--- src/rtl/rifl_tx_crc_gen.sv ---
// rifl_tx_crc_gen: TX frame protector, CRC over payload XOR per-frame sequence number, registered valid/ready output.
// Optional error injection on m_crc bit 0 is enabled by defining RIFL_TX_CRC_ERR_INJ_EN.
module rifl_tx_crc_gen #(
  parameter int                PAYLOAD_W = 116,
  parameter int                CRC_W     = 8,
  parameter logic [CRC_W-1:0]  CRC_POLY  = 8'hA7,
  parameter logic [CRC_W-1:0]  CRC_INIT  = '0
) (
  input  logic                 clk,
  input  logic                 rst,
`ifdef RIFL_TX_CRC_ERR_INJ_EN
  input  logic                 err_inj,
`endif
  input  logic [PAYLOAD_W-1:0] s_data,
  input  logic                 s_valid,
  output logic                 s_ready,
  input  logic                 seq_load,
  input  logic [CRC_W-1:0]     seq_load_val,
  output logic [PAYLOAD_W-1:0] m_data,
  output logic [CRC_W-1:0]     m_crc,
  output logic [CRC_W-1:0]     m_seq,
  output logic                 m_valid,
  input  logic                 m_ready
);

  logic [CRC_W-1:0] seq_cnt;
  logic [CRC_W-1:0] crc_next;
  logic [CRC_W-1:0] err_mask;
  logic             accept;

  // Bit-serial MSB-first LFSR unrolled over the whole payload; synthesis flattens it to an XOR matrix.
  function automatic logic [CRC_W-1:0] crc_calc(input logic [PAYLOAD_W-1:0] data,
                                               input logic [CRC_W-1:0]     seed);
    logic [CRC_W-1:0] crc;
    logic             fb;
    crc = seed;
    for (int i = PAYLOAD_W - 1; i >= 0; i--) begin
      fb  = crc[CRC_W-1] ^ data[i];
      crc = {crc[CRC_W-2:0], 1'b0};
      if (fb) crc = crc ^ CRC_POLY;
    end
    return crc;
  endfunction

  assign s_ready  = !m_valid || m_ready;
  assign accept   = s_valid && s_ready;
  assign crc_next = crc_calc(s_data, CRC_INIT);

`ifdef RIFL_TX_CRC_ERR_INJ_EN
  assign err_mask = {{(CRC_W-1){1'b0}}, err_inj};
`else
  assign err_mask = '0;
`endif

  always_ff @(posedge clk or posedge rst) begin
    if (rst) begin
      m_valid <= 1'b0;
      m_data  <= '0;
      m_crc   <= '0;
      m_seq   <= '0;
    end else if (accept) begin
      m_valid <= 1'b1;
      m_data  <= s_data;
      m_crc   <= crc_next ^ seq_cnt ^ err_mask;
      m_seq   <= seq_cnt;
    end else if (m_ready) begin
      m_valid <= 1'b0;
    end
  end

  // A reload wins over the increment; the frame accepted in the same cycle already captured the old value.
  always_ff @(posedge clk or posedge rst) begin
    if (rst) begin
      seq_cnt <= '0;
    end else if (seq_load) begin
      seq_cnt <= seq_load_val;
    end else if (accept) begin
      seq_cnt <= seq_cnt + 1'b1;
    end
  end

endmodule
--- config.mk ---
export PLATFORM = sky130hd
export DESIGN_NAME = rifl_tx_crc_gen
export DESIGN_NICKNAME = d
export VERILOG_FILES = /design/src/rtl/rifl_tx_crc_gen.sv
export SDC_FILE = /design/constraint.sdc
export NUM_CORES = 1
export LEC_CHECK = 0
export BUFFER_PORTS_ARGS = -buffer_cell sky130_fd_sc_hd__buf_2
export CAP_MARGIN = 20
export CORE_MARGIN = 10
export CORE_UTILIZATION = 40
export CTS_CLUSTER_SIZE = 14
export DETAILED_ROUTE_END_ITERATION = 16
export GPL_TIMING_DRIVEN = 0
export PLACE_DENSITY = 0.67
export SLEW_MARGIN = 15
export SYNTH_ARGS = -nofsm -noshare
export SYNTH_HDL_FRONTEND = slang
export SYNTH_SLANG_ARGS = --single-unit
--- constraint.sdc ---
create_clock -name clk -period 6.6 [get_ports clk]
set_clock_uncertainty 0.05 [all_clocks]
set_input_delay 1.32 -clock clk [delete_from_list [all_inputs] [get_ports clk]]
set_output_delay 1.32 -clock clk [all_outputs]
set_load 0.005 [all_outputs]
Word-level counts from Yosys, hierarchy flattened
Index checks and enable logic that the tools add are counted.
{ "totals": {"wordCells": 362, "output_inout_bits": 134, "ff_bits": 141} }
{ "classes": {"n_mux": 120, "n_addsub": 1, "reduce_logical": 5, "n_bitwise": 231} }
{ "ops": {"columns": ["cell", "count"], "rows": [
  ["$mux W8", 118],
  ["$not A5 Y5", 115],
  ["$xor A1 B1 Y1", 115],
  ["$add A8 B1 Y8 const B", 1],
  ["$xor A8 B8 Y8", 1],
  ["$reduce_bool A2 Y1", 2],
  ["$mux W1", 2],
  ["$logic_and A1 B1 Y1", 1],
  ["$logic_not A1 Y1", 1],
  ["$logic_or A1 B1 Y1", 1]
]} }

Logic depth before layout (Yosys ltp)
{ "logic_depth": {"ltp_word": 232, "ltp_mapped": 22, "depth_no_buf": 20} }

Worst setup path before layout
Ideal clock, no wire load.
{ "synth_path": {"kind": "in2reg", "startpoint": "input port s_data[111]", "endpoint": "register m_crc[0]", "setup_ns": 0.131, "required_time_ns": 6.419, "arrival_time_ns": 9.045, "cell_stages": 21, "path_buffers": 1, "slack_ns": -2.626, "cell_sequence": "buf_6 -> xor3_2 -> xnor3_2 -> xnor3_2 -> xnor3_2 -> xnor3_2 -> xnor3_2 -> xnor3_2 -> xnor2_2 -> xnor3_2 -> xnor3_2 -> xor3_2 -> xnor3_2 -> xnor3_1 -> xnor3_2 -> xnor2_1 -> xor3_1 -> xnor3_1 -> xnor3_2 -> xnor2_1 -> o21ai_1"} }
{ "synth_between": {"elab_chain_len": 225} }
{ "synth_lines": {"columns": ["element", "line", "text"], "rows": [
  ["start: declaration", "14", "input logic [PAYLOAD_W-1:0] s_data,"],
  ["$xor A1 B1 Y1 *", "38", "fb = crc[CRC_W-1] ^ data[i];"],
  ["$mux W8 *", "40", "if (fb) crc = crc ^ CRC_POLY;"],
  ["$xor A1 B1 Y1", "38", null],
  ["$mux W8 *", "40", null],
  ["$xor A1 B1 Y1", "38", null],
  ["$mux W8 *", "40", null],
  ["$xor A1 B1 Y1", "38", null],
  ["$mux W8 *", "40", null],
  ["[... 209 more ...]", null, null],
  ["$mux W8 *", "40", null],
  ["$xor A1 B1 Y1", "38", null],
  ["$mux W8 *", "40", null],
  ["$xor A1 B1 Y1", "38", null],
  ["$mux W8 *", "40", null],
  ["$xor A1 B1 Y1 *", "38", null],
  ["$mux W8 *", "40", null],
  ["$xor A8 B8 Y8 *", "64", "m_crc <= crc_next ^ seq_cnt ^ err_mask;"],
  ["end signal: assignment", "64", null],
  ["end: declaration", "20", "output logic [CRC_W-1:0] m_crc,"]
]} }
Every way passes the cells marked *; elsewhere a longest branch is shown, timed or not.
A chain may end at the register's enable or synchronous reset.

Worst setup path in the final report
{ "layout_path": {"startpoint": "input port s_data[111]", "endpoint": "register m_crc[2]"} }
{ "layout_between": {"elab_chain_len": 225} }
{ "layout_lines": {"columns": ["element", "line"], "rows": [
  ["$xor A1 B1 Y1 *", "38"],
  ["$mux W8 *", "40"],
  ["$xor A1 B1 Y1", "38"],
  ["$mux W8 *", "40"],
  ["$xor A1 B1 Y1", "38"],
  ["$mux W8 *", "40"],
  ["$xor A1 B1 Y1", "38"],
  ["$mux W8 *", "40"],
  ["[... 209 more ...]", null],
  ["$mux W8 *", "40"],
  ["$xor A1 B1 Y1", "38"],
  ["$mux W8 *", "40"],
  ["$xor A1 B1 Y1 or $not A5 Y5 (tied branches)", null],
  ["$mux W8 *", "40"],
  ["$xor A1 B1 Y1 or $not A5 Y5 (tied branches)", null],
  ["$mux W8 *", "40"],
  ["$xor A8 B8 Y8 *", "64"]
]} }
Marks and branches as above.

==> metrics.md <==
| Metric | Value |
|---|---|
| DR vias/cell | 4.68 |
| Crit path kind | in -> reg |
| Area Overhead vs Synth | 37.5% |
| Final Util | 0.555 |
| Yosys reg bits | 141 |
| CP Capture Type | register |
| Setup-failing EPs final | 8 |
| Setup crit start kind | input pin |
| Period utilization | 1.27 |
| Post-place setup slack | -2.84 ns |
| Filler cell count | 2500 |
| Placed Cells | 1712 |
| Post-synth cell types | 26 |
| Critical R2R Launch | m_valid$_DFFE_PP0P_ |
| Clk buf depth | 2 |
| Num CTS Buffers | 17 |
| Slew Limit Fails | 0 |
| Final WS setup | -1.80 ns |
| Chip height | 193 um |
| Failing checks | negative setup slack |
| DP Area | 14100 um2 |
| Outcome | finished with violations |
| Reg clk slew, reported paths | 0.07 ns |
| Critical Path Source | s_data[111] |
| Commonest non-fill, non-tap cell in the layout | nand2_1 |
| Global route overflow | 0 |
| Post-synthesis sequential area ratio | 0.296 |
| CTS hold repair buffers | 0 |
| Global placer's final weighted congestion | 0.884 |
| Final instance area | 16400 um2 |
| Die width | 193 um |
| N_diodes | 0 |
| Clk Latency, worst-skew pair | 0.45 ns |
| Critical path's largest stage delay | 0.49 ns |
| Critical Path Fanout Max | 5 |
| CTS sink cnt | 141 |
| CTS tree | yes |
| Yosys warning count | 0 |
| First-pass GRT wire length | 55200 um |
| Max_slew headroom | 0.304 |
| Standard-cell rows | 63 |
| Slew @ Worst Pin | 1.04 ns |
| Most frequent cells in the layout | 392 x nand2_1, 252 x buf_2, 141 x xnor2_1, 141 x dfrtp_1, 99 x buf_4 |
| Gate Count Post-Synth | 1065 |
| Antenna violations before repair | 0 |
| Worst Path Required | 6.88 ns |
| # IOs | 263 |
| Initial Util | 0.404 |
| Netlist Area Pre-Place | 11900 um2 |
| Core ar. | 29600 um2 |
| Fmax achieved | 119 MHz |
| RSZ-0062 raised after global routing | yes |
| Cell Count, Final, Fillers Out | 1856 |
| Crit path DAT | 8.68 ns |
| Number of global-route vias before repair | 9378 |
| DR WL/cell | 19.6 um |
| CP most frequent cell | xnor3_2 |
| Mapped Avg Cell Area | 11.2 um2 |
| DRC | 0 |
| Largest net degree at the start of global routing | 82 |
| Port Buffers | 256 |
| Antenna violation net count after detailed routing | 0 |
| HPWL Detailed | 27700 um |
| Die ar. | 37200 um2 |
| Tmin final | 8.40 ns |
| Initial drt markers | 455 |
| Worst-path cell chain | buf_12, xor3_2, xnor3_2, xnor3_2, xnor3_2, buf_6, xor3_1, xnor3_2, xnor3_1, xor3_1, xor3_2, xor3_2, xnor3_2, xnor3_2, xor3_1, xnor3_2, xnor3_2, xnor3_1, xnor3_2, xnor2_2, xnor2_1, mux2_4 |
| Hold violation total from the final report | 0 |
| HP Class | reg -> reg |
| Ratio of cells with drive above 1 in the final layout | 0.393 |
| GRT Resource Usage Total | 0.198 |
| CP max stage cell | xor3_2 |
| H-tree depth | 4 |
| Maxcap violations | 0 |
| Routed vias | 8692 |
| TritonRoute pass-1 iters | 4 |
| Root Driver | clkbuf_16 |
| Hold_sp | m_data[26]$_DFFE_PP0P_ |
| Syn_nets | 1195 |
| Final wirelength | 36300 um |
| Final nets | 1583 |
[synthesized netlist by cell type]
cell / number / share of area
xor2_1: 85 / 0.062
and2_1: 1 / 0.00052
mux2i_1: 1 / 0.00084
xor2_2: 6 / 0.0082
o21ai_1: 5 / 0.0021
inv_1: 1 / 0.00031
xnor2_1: 194 / 0.14
nand3_1: 1 / 0.00042
xnor2_2: 8 / 0.011
o21ai_0: 10 / 0.0042
nand2_1: 392 / 0.12
xnor3_2: 14 / 0.028
and3_1: 1 / 0.00052
buf_2: 2 / 0.00084
xor3_2: 4 / 0.0084
nand4_1: 2 / 0.0010
nand2b_1: 2 / 0.0010
dfrtp_1: 141 / 0.30
nor2_1: 2 / 0.00063
clkbuf_1: 31 / 0.0097
ha_1: 1 / 0.0010
buf_1: 4 / 0.0013
buf_6: 1 / 0.00094
xor3_1: 22 / 0.044
mux2_2: 1 / 0.00094
xnor3_1: 133 / 0.25
[final cells by class]
cell class | instances | area, um2 | share of cell area
inverters | 1 | 11.3 | 0.000686
clock inverters | 13 | 93.8 | 0.00572
clock buffers | 19 | 433 | 0.0264
multi-input cells | 885 | 9410 | 0.573
plain buffers | 38 | 180 | 0.0110
well taps | 390 | 488 | 0.0297
repair buffers | 369 | 2280 | 0.139
flip-flops and latches | 141 | 3530 | 0.215
[worst paths after layout]
| path | slack, ns | cells past startpoint | end |
|---|---|---|---|
| max | -1.80 | 22 | m_crc[2]$_DFFE_PP0P_ |
| min | 0.42 | 2 | m_data[26]$_DFFE_PP0P_ |
| max reg2reg | 4.16 | 7 | m_data[113]$_DFFE_PP0P_ |
| min reg2reg | 0.42 | 2 | m_data[26]$_DFFE_PP0P_ |
| max in group asynchronous | 4.87 | 3 | m_data[74]$_DFFE_PP0P_ |
| min in group asynchronous | 0.84 | 2 | m_data[65]$_DFFE_PP0P_ |
[stage by stage]
step                      TNS, ns  hold WS [ns]
after floorplan            -12.50         0.420
final                      -13.56         0.419
after CTS                  -12.76         0.423
after global placement     -65.91         0.403
after detailed placement   -21.05         0.407
after global routing       -14.79         0.433
[kinds of logic (layout without fill, tap and decap cells)]
| logic type | after synthesis | count (layout) | synth area share |
|---|---|---|---|
| AOI/OAI and AO/OA | 15 | 15 | 0.00629 |
| adders and majority gates | 1 | 1 | 0.00105 |
| buffers and inverters | 39 | 440 | 0.0131 |
| muxes | 2 | 2 | 0.00178 |
| DFF | 141 | 141 | 0.296 |
| xor gates and xnor gates | 466 | 466 | 0.555 |
| and+or+nand+nor | 401 | 401 | 0.127 |
[worst max-delay path, delay by kind of cell]
| family | cells | cell delay (ns) |
|---|---|---|
| XOR/XNOR | 19 | 6.86 |
| buffers and inverters | 2 | 0.24 |
| multiplexers | 1 | 0.26 |
[layer usage]
metal | GRT usage | wire length (um)
met5 | 0 | 0
met2 | 0.347 | 18700
met3 | 0.0553 | 2590
met1 | 0.234 | 14500
met4 | 0.0483 | 535
[what timing repair did]
| item | in CTS | in global routing |
|---|---|---|
| setup endpoints to repair | 8 | 8 |
| pin swaps | 116 | 4 |
| buffers inserted | 103 | 9 |
| gates resized for setup | 120 | 23 |
[registers in the layout (all words and copies together) (netlist names)]
| name | flops |
|---|---|
| m_valid | 1 |
| seq_cnt | 8 |
| m_crc | 8 |
| m_seq | 8 |
| m_data | 116 |
Power is left out: the tool's default activity adds up to more than one toggle a clock period on the data nets, which glitch-free logic cannot reach.
